## src/rtl/capture_ctrl_pkg.sv

```systemverilog
// Shared definitions for the camera frame capture controller: default geometry,
// internal FSM encoding and the 2-bit externally visible state code.
package capture_ctrl_pkg;

    localparam int DEF_H_PIXELS = 320;
    localparam int DEF_V_LINES  = 240;
    localparam int DEF_DATA_W   = 8;
    localparam int DEF_ADDR_W   = 17;

    typedef enum logic [2:0] {
        FSM_IDLE,
        FSM_ARM,
        FSM_SYNC,
        FSM_CAPTURE,
        FSM_DONE,
        FSM_ERROR
    } fsm_state_e;

    typedef enum logic [1:0] {
        EXT_IDLE        = 2'd0,
        EXT_CAPTURING   = 2'd1,
        EXT_FRAME_VALID = 2'd2,
        EXT_ERROR       = 2'd3
    } ext_state_e;

    // ARM and SYNC are reported as idle; busy distinguishes them from IDLE.
    function automatic ext_state_e ext_state(input fsm_state_e s);
        case (s)
            FSM_CAPTURE: return EXT_CAPTURING;
            FSM_DONE:    return EXT_FRAME_VALID;
            FSM_ERROR:   return EXT_ERROR;
            default:     return EXT_IDLE;
        endcase
    endfunction

endpackage

```

## src/rtl/line_counter.sv

```systemverilog
// Column/row counting for one frame: href falling-edge detection, line length
// check and the per-pixel accept decision used by the capture FSM.
module line_counter #(
    parameter int H_PIXELS = 320,
    parameter int V_LINES  = 240,
    parameter int CW       = $clog2(H_PIXELS + 1),
    parameter int RW       = $clog2(V_LINES + 1)
) (
    input  logic clk_i,
    input  logic rst_i,
    input  logic clear_i,
    input  logic hold_i,
    input  logic href_i,
    input  logic pix_valid_i,
    output logic accept_o,
    output logic overflow_o,
    output logic line_short_o,
    output logic frame_end_o
);

    localparam logic [CW-1:0] COL_FULL = CW'(H_PIXELS);
    localparam logic [RW-1:0] ROW_LAST = RW'(V_LINES - 1);

    logic [CW-1:0] col_q, col_d;
    logic [RW-1:0] row_q, row_d;
    logic          href_q;
    logic          pix;
    logic          line_end;
    logic          col_full;

    assign col_full     = (col_q == COL_FULL);
    assign pix          = ~clear_i & href_i & pix_valid_i;
    assign accept_o     = pix & ~hold_i & ~col_full;
    assign overflow_o   = pix & col_full;
    assign line_end     = ~clear_i & href_q & ~href_i;
    assign line_short_o = line_end & ~col_full;
    assign frame_end_o  = line_end & col_full & (row_q == ROW_LAST);

    always_comb begin
        col_d = col_q;
        row_d = row_q;
        if (clear_i) begin
            col_d = '0;
            row_d = '0;
        end else if (accept_o) begin
            col_d = col_q + CW'(1);
        end else if (line_end && col_full) begin
            col_d = '0;
            row_d = row_q + RW'(1);
        end
    end

    always_ff @(posedge clk_i) begin
        if (rst_i) begin
            col_q  <= '0;
            row_q  <= '0;
            href_q <= 1'b0;
        end else begin
            col_q  <= col_d;
            row_q  <= row_d;
            href_q <= href_i;
        end
    end

endmodule

```

## src/rtl/capture_ctrl.sv

```systemverilog
// Captures one camera frame into a frame buffer: arms on start, aligns to the
// vsync falling edge, writes pixels in raster order and flags framing errors.
module capture_ctrl
    import capture_ctrl_pkg::*;
#(
    parameter int H_PIXELS = DEF_H_PIXELS,
    parameter int V_LINES  = DEF_V_LINES,
    parameter int DATA_W   = DEF_DATA_W,
    parameter int ADDR_W   = DEF_ADDR_W
) (
    input  logic              clk,
    input  logic              rst,
    input  logic              start,
    input  logic              abort,
    input  logic              vsync,
    input  logic              href,
    input  logic              pix_valid,
    input  logic [DATA_W-1:0] pix_data,
    output logic              wr_en,
    output logic [ADDR_W-1:0] wr_addr,
    output logic [DATA_W-1:0] wr_data,
    output logic [1:0]        state,
    output logic              busy,
    output logic              done,
    output logic              err
);

    fsm_state_e        state_q, state_d;
    logic [ADDR_W-1:0] addr_q, addr_d;
    logic [ADDR_W-1:0] wr_addr_q, wr_addr_d;
    logic [DATA_W-1:0] wr_data_q, wr_data_d;
    logic              wr_en_q, wr_en_d;
    logic              done_q, done_d;
    logic              err_q, err_d;

    logic accept;
    logic overflow;
    logic line_short;
    logic frame_end;
    logic counting;
    logic start_ok;

    assign counting = (state_q == FSM_CAPTURE);

    line_counter #(
        .H_PIXELS(H_PIXELS),
        .V_LINES (V_LINES)
    ) u_line_counter (
        .clk_i       (clk),
        .rst_i       (rst),
        .clear_i     (~counting),
        .hold_i      (abort | vsync),
        .href_i      (href),
        .pix_valid_i (pix_valid),
        .accept_o    (accept),
        .overflow_o  (overflow),
        .line_short_o(line_short),
        .frame_end_o (frame_end)
    );

    // start is only honoured while not busy, and a simultaneous abort vetoes it.
    assign start_ok = start & ~abort &
                      ((state_q == FSM_IDLE) || (state_q == FSM_DONE) || (state_q == FSM_ERROR));

    always_comb begin
        state_d = state_q;
        case (state_q)
            FSM_IDLE:    if (start_ok) state_d = FSM_ARM;
            FSM_ARM: begin
                if (abort)      state_d = FSM_IDLE;
                else if (vsync) state_d = FSM_SYNC;
            end
            FSM_SYNC: begin
                if (abort)       state_d = FSM_IDLE;
                else if (!vsync) state_d = FSM_CAPTURE;
            end
            FSM_CAPTURE: begin
                if (abort)                                state_d = FSM_IDLE;
                else if (vsync || overflow || line_short) state_d = FSM_ERROR;
                else if (frame_end)                       state_d = FSM_DONE;
            end
            FSM_DONE:    if (start_ok) state_d = FSM_ARM;
            FSM_ERROR:   if (start_ok) state_d = FSM_ARM;
            default:     state_d = FSM_IDLE;
        endcase
    end

    // Write port: wr_en is a one-cycle strobe with no back-pressure; wr_addr and
    // wr_data are valid in the same cycle and hold their last value otherwise.
    always_comb begin
        addr_d    = addr_q;
        wr_en_d   = accept;
        wr_addr_d = wr_addr_q;
        wr_data_d = wr_data_q;
        if (!counting) begin
            addr_d = '0;
        end else if (accept) begin
            addr_d    = addr_q + ADDR_W'(1);
            wr_addr_d = addr_q;
            wr_data_d = pix_data;
        end
    end

    always_comb begin
        done_d = counting && (state_d == FSM_DONE);
        err_d  = err_q;
        if (start_ok)                     err_d = 1'b0;
        else if (state_d == FSM_ERROR)    err_d = 1'b1;
    end

    always_ff @(posedge clk) begin
        if (rst) begin
            state_q   <= FSM_IDLE;
            addr_q    <= '0;
            wr_en_q   <= 1'b0;
            wr_addr_q <= '0;
            wr_data_q <= '0;
            done_q    <= 1'b0;
            err_q     <= 1'b0;
        end else begin
            state_q   <= state_d;
            addr_q    <= addr_d;
            wr_en_q   <= wr_en_d;
            wr_addr_q <= wr_addr_d;
            wr_data_q <= wr_data_d;
            done_q    <= done_d;
            err_q     <= err_d;
        end
    end

    assign wr_en   = wr_en_q;
    assign wr_addr = wr_addr_q;
    assign wr_data = wr_data_q;
    assign done    = done_q;
    assign err     = err_q;
    assign state   = ext_state(state_q);
    assign busy    = (state_q == FSM_ARM) || (state_q == FSM_SYNC) || (state_q == FSM_CAPTURE);

endmodule

```

## config.mk

```make
export PLATFORM = sky130hd
export DESIGN_NAME = capture_ctrl
export DESIGN_NICKNAME = d
export VERILOG_FILES = /design/src/rtl/capture_ctrl_pkg.sv /design/src/rtl/line_counter.sv /design/src/rtl/capture_ctrl.sv
export SDC_FILE = /design/constraint.sdc
export NUM_CORES = 1
export LEC_CHECK = 0
export BUFFER_PORTS_ARGS = -buffer_cell sky130_fd_sc_hd__buf_4
export CAP_MARGIN = 10
export CORE_MARGIN = 2
export CORE_UTILIZATION = 54
export DETAILED_ROUTE_END_ITERATION = 10
export GPL_TIMING_DRIVEN = 0
export PLACE_DENSITY = 0.82
export SLEW_MARGIN = 20
export SYNTH_ARGS = -nofsm -noshare
export SYNTH_HDL_FRONTEND = slang
export SYNTH_SLANG_ARGS = --single-unit
```

## constraint.sdc

```tcl
create_clock -name clk -period 3.8 [get_ports clk]
set_input_delay 0.38 -clock clk [delete_from_list [all_inputs] [get_ports clk]]
set_output_delay 0.38 -clock clk [all_outputs]
set_load 0.05 [all_outputs]
```

======== After elaboration in Yosys (flattened, before gate mapping) ========
Index checks and enable logic that the tools add are counted.
word-level totals
  register bits after elaboration ......... 66
  latch bits .............................. 0
  memory bits (writable) .................. 0
  memory bits (read-only) ................. 0
  input bits .............................. 15
  output and inout bits ................... 31
  memories kept ........................... 0
operators by class
  $add $sub $neg .......................... 3
  multipliers ............................. 0
  div/mod/pow operators ................... 0
  $lt $le $gt $ge ......................... 0
  equal/unequal tests ..................... 9
  shift-type cells ........................ 0
  muxes and demuxes ....................... 12
  bitwise logic cells ..................... 19
  reduce and logical (&&, ||, !) cells .... 15
operators with widths
  cell                                                 count
  2-to-1 mux 3 bit                                     8
  2-to-1 mux 9 bit                                     2
  adder 17 x 1 -> 17 bit, second input constant        1
  AND 1 bit                                            12
  equality test 3 bit, second input constant           4
  one-hot mux 3 bit (4 select lines)                   1
  adder 9 x 1 -> 9 bit, second input constant          1
  equality test 9 bit, second input constant           1
  adder 8 x 1 -> 8 bit, second input constant          1
  equality test 8 bit, second input constant           1
  equality test 3 x 2 -> 1 bit, second input constant  2
  logical OR 1 bit                                     6
  NOT 1 bit                                            6
  one-hot mux 2 bit (3 select lines)                   1
  AND reduction 2 bit                                  2
  OR reduction 2 bit                                   2
  equality test 3 x 1 -> 1 bit, second input constant  1
  logical NOT 3 bit                                    1
  OR reduction 3 bit                                   1
  logical AND 1 bit                                    2
  nonzero test 2 bit                                   1
  bitwise OR 1 bit                                     1

======== Longest topological paths before layout ========
Gate-level depths: netlist (run 1).
  word-level depth ........................ 11
  gate-level depth with buffers ........... 9
  gate-level depth less buffers ........... 7

======== Cells and area by module ========
Synthesis (run 1) repeated with hierarchy kept, for this count alone.
unflattened totals
  cell total of the unflattened synthesis .. 354
  area total of the unflattened synthesis .. 2942.8 um^2
modules (own cells, without submodules)
  module        times used  cells an instance  area each (um^2)
  capture_ctrl  1           240                1931.9
  line_counter  1           114                1011.0

======== Worst setup path after synthesis (run 1) ========
OpenSTA, ideal clock, no wires.
  path kind ............................... flip-flop to flip-flop
  start point ............................. register u_line_counter.col_q[0]
  end point ............................... register addr_q[11]
  setup time .............................. 128 ps
  arrival time ............................ 1806 ps
  data required time ...................... 3672 ps
  path slack .............................. 1866 ps
  stages on the path, launching flop included .. 10
  clock period less this slack ............ 1934 ps
  cell sequence ........................... dfxtp_1 > inv_1 > ha_1 > and4b_1 > buf_2 > a211o_1 > buf_6 > nor4_2 > xnor2_1 > nor2_1
between the ends
  longest elaborated chain between the ends .. 3
RTL lines
  element                 line                 RTL
  start, declared         line_counter.sv:24   logic [CW-1:0] col_q, col_d;
  start signal, assigned  line_counter.sv:59   col_q <= col_d;
  equality test 9 bit     line_counter.sv:31   assign col_full = (col_q == COL_FULL);
  NOT 1 bit               line_counter.sv:33   assign accept_o = pix & ~hold_i & ~col_full;
  AND 1 bit               line_counter.sv:33
  end signal, assigned    capture_ctrl.sv:122  addr_q <= addr_d;
  end, declared           capture_ctrl.sv:29   logic [ADDR_W-1:0] addr_q, addr_d;
Every way passes these cells.
A chain may end at the register's enable or synchronous reset.

======== Worst setup path in the final report (run 1) ========
  start point ............................. register u_line_counter.col_q[0]
  end point ............................... register u_line_counter.col_q[4]
between the ends
  longest elaborated chain between the ends .. 4
  elaborated cells on any way between the ends .. 7
  those cells by class .................... 1 x add/sub; 1 x eq/ne; 1 x mux; 2 x bitwise; 2 x reduce/logical
RTL lines
  element
  parallel branches: the longest is 4 deep, another holds adder 9 x 1 -> 9 bit
Parallel ways; which one is timed is not known.

==> results of run 1 <==
## area by class of cell
class / instances / area, um^2 / share of cell area
Multi-Input combinational cell: 265 / 1539 / 0.4280
Sequential cell: 66 / 1321 / 0.3674
Timing Repair Buffer: 45 / 337.8 / 0.09395
Clock buffer: 12 / 145.1 / 0.04036
Buffer: 22 / 100.1 / 0.02784
Tap cell: 72 / 90.09 / 0.02505
Clock inverter: 3 / 40.04 / 0.01113
Inverter: 6 / 22.52 / 0.006263
## flip-flops by register name (all words and copies together), names as in the netlist
signal	cells
u_line_counter.href_q	1
state_q	3
wr_en	1
wr_data	8
err	1
u_line_counter.col_q	9
done	1
u_line_counter.row_q	8
addr_q	17
wr_addr	17
## power groups by stage
| stage | registers (mW) | logic [mW] | clock network [mW] |
|---|---|---|---|
| 5_1_grt | 0.693 | 0.0510 | 0.608 |
| 6_report | 0.694 | 0.0469 | 0.571 |
| 3_5_place_dp | 0.709 | 0.0468 | 0 |
| 2_1_floorplan | 0.709 | 0.0255 | 0 |
| 4_1_cts | 0.694 | 0.0471 | 0.580 |
| 3_3_place_gp | 0.709 | 0.0460 | 0 |
## cell families after synthesis
family,count (synthesis)
mux,2
buf+inv,28
compound gates,61
xor+xnor,21
fa+ha+maj,4
flops,66
simple gates,177
## layout by cell type, fill, tap and decap left out, types with 3 or more instances in the layout
cell | Yosys | final
nand3_1 | 5 | 5
ha_1 | 4 | 4
and2_1 | 4 | 4
inv_1 | 6 | 6
nor2_1 | 32 | 32
clkbuf_1 | 11 | 13
and3_1 | 8 | 8
dfxtp_1 | 66 | 66
and4_1 | 3 | 3
nor3_1 | 9 | 9
buf_2 | 7 | 7
xnor2_1 | 12 | 12
xor2_1 | 9 | 9
o211a_1 | 3 | 3
nor4_2 | 8 | 8
clkbuf_8 | 0 | 10
a21oi_1 | 38 | 38
or3_1 | 4 | 4
o21ai_0 | 9 | 9
nand2b_1 | 4 | 4
buf_4 | 0 | 45
nand4_1 | 18 | 18
nand2_1 | 71 | 71
## worst min-delay path by stage
stage                                   startpoint                                to  slack (ns)  cells after the start
after floorplan            addr_q[16]$_SDFFE_PP0P_          wr_addr[16]$_SDFFE_PP0P_        0.44                      2
after global placement    wr_addr[11]$_SDFFE_PP0P_          wr_addr[11]$_SDFFE_PP0P_        0.44                      2
after detailed placement  wr_addr[10]$_SDFFE_PP0P_          wr_addr[10]$_SDFFE_PP0P_        0.45                      2
after CTS                                     href  u_line_counter.href_q$_SDFF_PP0_        0.27                      2
after global routing                   pix_data[4]           wr_data[4]$_SDFFE_PP0P_        0.30                      3
final                                         href  u_line_counter.href_q$_SDFF_PP0_        0.26                      2
## layer usage
| layer | vias up | global-route usage | wire length [um] |
|---|---|---|---|
| met4 | 0 | 0.1351 | 229 |
| met3 | 22 | 0.04598 | 294 |
| met5 | - | 0 | 0 |
| met1 | 1240 | 0.2602 | 2729 |
| met2 | 76 | 0.3552 | 3138 |
| li1 | 1353 | - | - |
==> impl_metrics.yaml, run 1 <==
outcome:
  status: "finished clean"
global_route:
  grt-ovfl-total: 0
  groute.usage.overall: 0.2171
  grt_max_degree: 11
  antenna_found_initial: 0
  grt_pass1_vias: 2436
  grt_pass1_wl_um: 10540
cts:
  clockRootBuffer: "clkbuf_8"
  htree_levels: 3
  cts.path.max_buffers: 2
  cts_sinks: 66
  ctsResizeCount: 0
  cts_setup_buffers: 0
  holdBufCountCts: 0
  worstSkewPairLatency_ns: 0.35
  tritoncts: "built"
  clk_pin_slew_ns: 0.07
  cts_buffers: 9
drt:
  drc: 0
  vias: 2691
  first_pass_iters: 4
  avgViaCountPerCell: 5.481
  drt_wl_total_um: 6392
  drt_iter0_markers: 140
  wl_per_cell_um: 13.02
  ant_nets: 0
sta:
  report.final.slew_viol_count: 0
  setup_viol_count_final: 0
  setup-tns-final_ns: 0
  layout_setup_ws_ns: 1.563
  whs_ns: 0.2642
  slew-limit-headroom: 0.6026
  rsz0062_at_grt: "false"
  min_period_ns: 2.237
  finClkSkew_ns: 0.005942
  period_share: 0.5888
  fmax_ghz: 0.4470
  finalHoldViolations: 0
  tightest_slew_ns: 0.5962
yosys:
  synth_xor_area_frac: 0.06166
  yosysMostFrequentCell: "nand2_1"
  ys_seq_elements: 66
  synth_area_um2: 2983
  yosys.area_share.simple: 0.3075
  synth_area_per_cell_um2: 8.309
  yosysTopAreaCellShare: 0.4430
  synth-edff-count: 0
  syn_inst: 359
  synth_cell_types: 44
  ys_seq_area_frac: 0.4430
  yosysWarnings: 0
  synthAdderAreaFrac: 0.01678
  synth_area_leader_cell: "dfxtp_1"
  netlist_top_cells_area: "dfxtp_1 (44%), nand2_1 (8.9%), a21oi_1 (6.4%)"
  synth_top_family_by_area: "simple AND/OR/NAND/NOR gates"
  synth_flop_cell: "dfxtp_1"
  synthArstFlopShare: 0
  synth_compound_area_frac: 0.1229
  synthTopCellsByCount: "nand2_1 (71), dfxtp_1 (66), a21oi_1 (38)"
  syn-num-nets: 378
  synth.mux.area_fraction: 0.007131
floorplan:
  rows: 27
  io_pins: 46
  die_area_um2: 6134
  coreArea_um2: 5405
  die_w_um: 78.32
  die_h_um: 78.32
  start_util: 0.5519
setup_path:
  crit_end: "u_line_counter.col_q[4]$_SDFFE_PP0P_"
  path_cells: "inv_1 -> ha_1 -> and4b_1 -> buf_2 -> a211o_1 -> nor2_2 -> buf_2 -> a21oi_1 -> nor3_1"
  end_kind: "flop"
  crit_top_cell: "buf_2"
  r2r_end: "u_line_counter.col_q[4]$_SDFFE_PP0P_"
  r2r_cells: 9
  critical-path-top-delay-family: "simple AND/OR/NAND/NOR gates"
  cp-start-kind: "flop"
  worstPathArrival_ns: 2.50
  r2r_slack_ns: 1.56
  critPathLaunch: "u_line_counter.col_q[0]$_SDFFE_PP0P_"
  reg2reg_from: "u_line_counter.col_q[0]$_SDFFE_PP0P_"
  max_stage_delay_ns: 0.38
  path_buf_inv: 3
  worst-setup-path-type: "flop to flop"
  slowest_stage: "dfxtp_1"
  crit_cells: 9
  cp.required_ns: 4.06
  crit_fanout: 10
place:
  dp_slack_ns: 1.629
  dpl.hpwl_um: 4489
  io_buffers: 45
  place_inst: 476
  place_area_um2: 3411
  place_congestion: 0.8497
pwr:
  sw_frac_of_total: 0.2170
  p_seq_frac: 0.529
  combPwrFrac: 0.036
  p_leak_nw: 1.300
  p_switching_mw: 0.2847
  total_power_mw: 1.312
  clockPowerShare: 0.435
  max-vdd-ir-drop_mv: 0.2667
  p_int_mw: 1.027
  power_density_nw_per_um2: 364.8
layout:
  diodes: 0
  fin_nets: 434
  synthToLayoutAreaGrowth_pct: 20.55
  final_layout_size_suffix_gt1_frac: 0.1909
  final_core_util: 0.6653
  fin_cells: 491
  fin_area_um2: 3596
  fillers: 467
hold_path:
  hold_class: "primary input to flop"
flow_run:
  maxCapViolCount: 0
Power figures use the tool's default switching activity.
==> run 2: changes to the inputs <==
--- a/config.mk
+++ b/config.mk
@@ -5,6 +5,7 @@
 export SDC_FILE = /design/constraint.sdc
 export NUM_CORES = 1
 export LEC_CHECK = 0
+export ABC_AREA = 1
 export BUFFER_PORTS_ARGS = -buffer_cell sky130_fd_sc_hd__buf_4
 export CAP_MARGIN = 10
 export CORE_MARGIN = 2
==> constraint.sdc (replaced) <==
create_clock -name clk -period 2.08 [get_ports clk]
set_input_delay 0.208 -clock clk [delete_from_list [all_inputs] [get_ports clk]]
set_output_delay 0.208 -clock clk [all_outputs]
set_load 0.05 [all_outputs]
==> run 2 against run 1 <==
Total power up 95%. First-iteration DRC count up 37%. Critical path depth down 1. Largest cell class unchanged. Largest power group unchanged.
==> impl_metrics.yaml, run 2 <==
setup_path:
  cp-start-kind: "flop"
  path_buf_inv: 1
  r2r_cells: 8
  slowest_stage: "dfxtp_1"
  cp.required_ns: 2.31
  max_stage_delay_ns: 0.49
  r2r_slack_ns: 0.27
  reg2reg_from: "addr_q[0]$_SDFFE_PP0P_"
  worstPathArrival_ns: 2.05
  end_kind: "flop"
  worst-setup-path-type: "flop to flop"
  crit_fanout: 7
  path_cells: "ha_1 -> inv_1 -> nor4_1 -> nand3_1 -> nand2_1 -> nand2_1 -> nand2_1 -> a21oi_1"
  crit_top_cell: "nand2_1"
  critical-path-top-delay-family: "simple AND/OR/NAND/NOR gates"
  r2r_end: "addr_q[14]$_SDFFE_PP0P_"
sta:
  rsz0062_at_grt: "false"
  report.final.slew_viol_count: 0
  period_share: 0.8721
  setup-tns-final_ns: 0
  setup_viol_count_final: 0
  fmax_ghz: 0.5513
  layout_setup_ws_ns: 0.2660
  finClkSkew_ns: 0.008880
  finalHoldViolations: 0
  min_period_ns: 1.814
  whs_ns: 0.1128
  slew-limit-headroom: 0.6454
  tightest_slew_ns: 0.5270
drt:
  ant_nets: 0
  wl_met3_um: 383
  avgViaCountPerCell: 5.229
  drt_wl_total_um: 7226
  drc: 0
  vias: 2986
  wl_per_cell_um: 12.65
  wl_met2_um: 3256
  first_pass_iters: 5
  top_layer: "met4"
  drt_iter0_markers: 192
  met1_length_um: 3393
yosys:
  synth_flop_cell: "dfxtp_1"
  synth_area_leader_cell: "dfxtp_1"
  synth_cell_types: 29
  netlist_top_cells_area: "dfxtp_1 (42%), nand2_1 (11%), a21oi_1 (7.7%)"
  yosysTopAreaCellShare: 0.4249
  yosysWarnings: 0
  synth_area_um2: 3109
  synth_area_per_cell_um2: 7.083
  syn_inst: 439
  synth-edff-count: 0
  synthTopCellsByCount: "nand2_1 (87), dfxtp_1 (66), nor2_1 (56)"
  ys_seq_area_frac: 0.4249
  synthArstFlopShare: 0
  syn-num-nets: 458
  ys_seq_elements: 66
  yosysMostFrequentCell: "nand2_1"
floorplan:
  die_w_um: 79.88
  start_util: 0.5612
  die_h_um: 79.88
  rows: 27
  io_pins: 46
  die_area_um2: 6381
  coreArea_um2: 5540
cts:
  holdBufCountCts: 0
  ctsResizeCount: 0
  cts.path.max_buffers: 2
  cts_buffers: 9
  htree_levels: 3
  cts_setup_buffers: 0
  clk_pin_slew_ns: 0.08
  tritoncts: "built"
  cts_sinks: 66
  worstSkewPairLatency_ns: 0.35
  clockRootBuffer: "clkbuf_8"
pwr:
  p_seq_frac: 0.496
  total_power_mw: 2.554
  power_density_nw_per_um2: 680.0
  p_switching_mw: 0.5516
  sw_frac_of_total: 0.2160
  p_leak_nw: 1.441
  p_int_mw: 2.002
  combPwrFrac: 0.026
  max-vdd-ir-drop_mv: 0.4730
  clockPowerShare: 0.477
global_route:
  antenna_found_initial: 0
  groute.usage.overall: 0.2436
  grt-ovfl-total: 0
  grt_pass1_wl_um: 12060
  grt_max_degree: 13
  grt_pass1_vias: 2700
layout:
  final_cell_mix: "nand2_1 (87), dfxtp_1 (66), nor2_1 (56)"
  synthToLayoutAreaGrowth_pct: 20.80
  final_core_util: 0.6780
  final_layout_size_suffix_gt1_frac: 0.1643
  fillers: 476
  final_common_cell: "nand2_1"
  fin_nets: 513
  diodes: 0
  fin_area_um2: 3756
  fin_cells: 571
hold_path:
  worstHoldPathCells: 3
  hp-start: "href"
  min_to: "u_line_counter.href_q$_SDFF_PP0_"
  hold_class: "primary input to flop"
place:
  place_congestion: 0.9410
  dpl.hpwl_um: 5328
  place_inst: 555
  place_area_um2: 3530
  io_buffers: 44
  dp_slack_ns: 0.3217
flow_run:
  maxCapViolCount: 0
outcome:
  status: "finished clean"
## run 2: kinds of logic (layout without fill, tap and decap cells)
group,Yosys count,after routing,synth area share
XOR/XNOR,11,11,0.03099
AND/OR/NAND/NOR,194,194,0.2813
adder cells (fa/ha/maj),4,4,0.01610
AO/OA/AOI/OAI,94,94,0.1553
buffers and inverters,70,130,0.09135
flip-flops,66,66,0.4250
## run 2: final cells by class
type,instances,area (um^2),share of cell area
clock buffers,10,137.6,0.03664
well taps,72,90.09,0.02398
flip-flops and latches,66,1321,0.3518
plain buffers,15,77.57,0.02065
inverters,55,206.4,0.05496
multi-input cells,303,1504,0.4004
clock inverters,6,88.84,0.02365
repair buffers,44,330.3,0.08794
## run 2: worst max path at each step
stage | from | endpoint | cells past startpoint
floorplan | state_q[1]$_SDFF_PP0_ | busy | 2
CTS | addr_q[0]$_SDFFE_PP0P_ | addr_q[14]$_SDFFE_PP0P_ | 8
global placement | addr_q[0]$_SDFFE_PP0P_ | addr_q[14]$_SDFFE_PP0P_ | 8
finish | addr_q[0]$_SDFFE_PP0P_ | addr_q[14]$_SDFFE_PP0P_ | 8
detailed placement | addr_q[0]$_SDFFE_PP0P_ | addr_q[14]$_SDFFE_PP0P_ | 8
global route | addr_q[0]$_SDFFE_PP0P_ | addr_q[14]$_SDFFE_PP0P_ | 8
## run 2: per-layer routing
layer,vias to the layer above,GRT usage
li1,1531,-
met1,1362,0.3269
met2,78,0.3650
met3,15,0.05090
met4,0,0.1322
met5,-,0
## run 2: power by group through the flow
stage / registers [mW] / clock network (mW) / logic, mW
2_1_floorplan: 1.30 / 0 / 0.0351
3_3_place_gp: 1.30 / 0 / 0.0650
3_5_place_dp: 1.30 / 0 / 0.0666
4_1_cts: 1.27 / 1.24 / 0.0670
5_1_grt: 1.27 / 1.27 / 0.0748
6_report: 1.27 / 1.22 / 0.0676
## run 2: worst reg2reg max path, cell delays in order, from the launching register on
cell and delay (ns):
dfxtp_1 0.49, ha_1 0.29, inv_1 0.07, nor4_1 0.46, nand3_1 0.14, nand2_1 0.09, nand2_1 0.05, nand2_1 0.06
a21oi_1 0.05
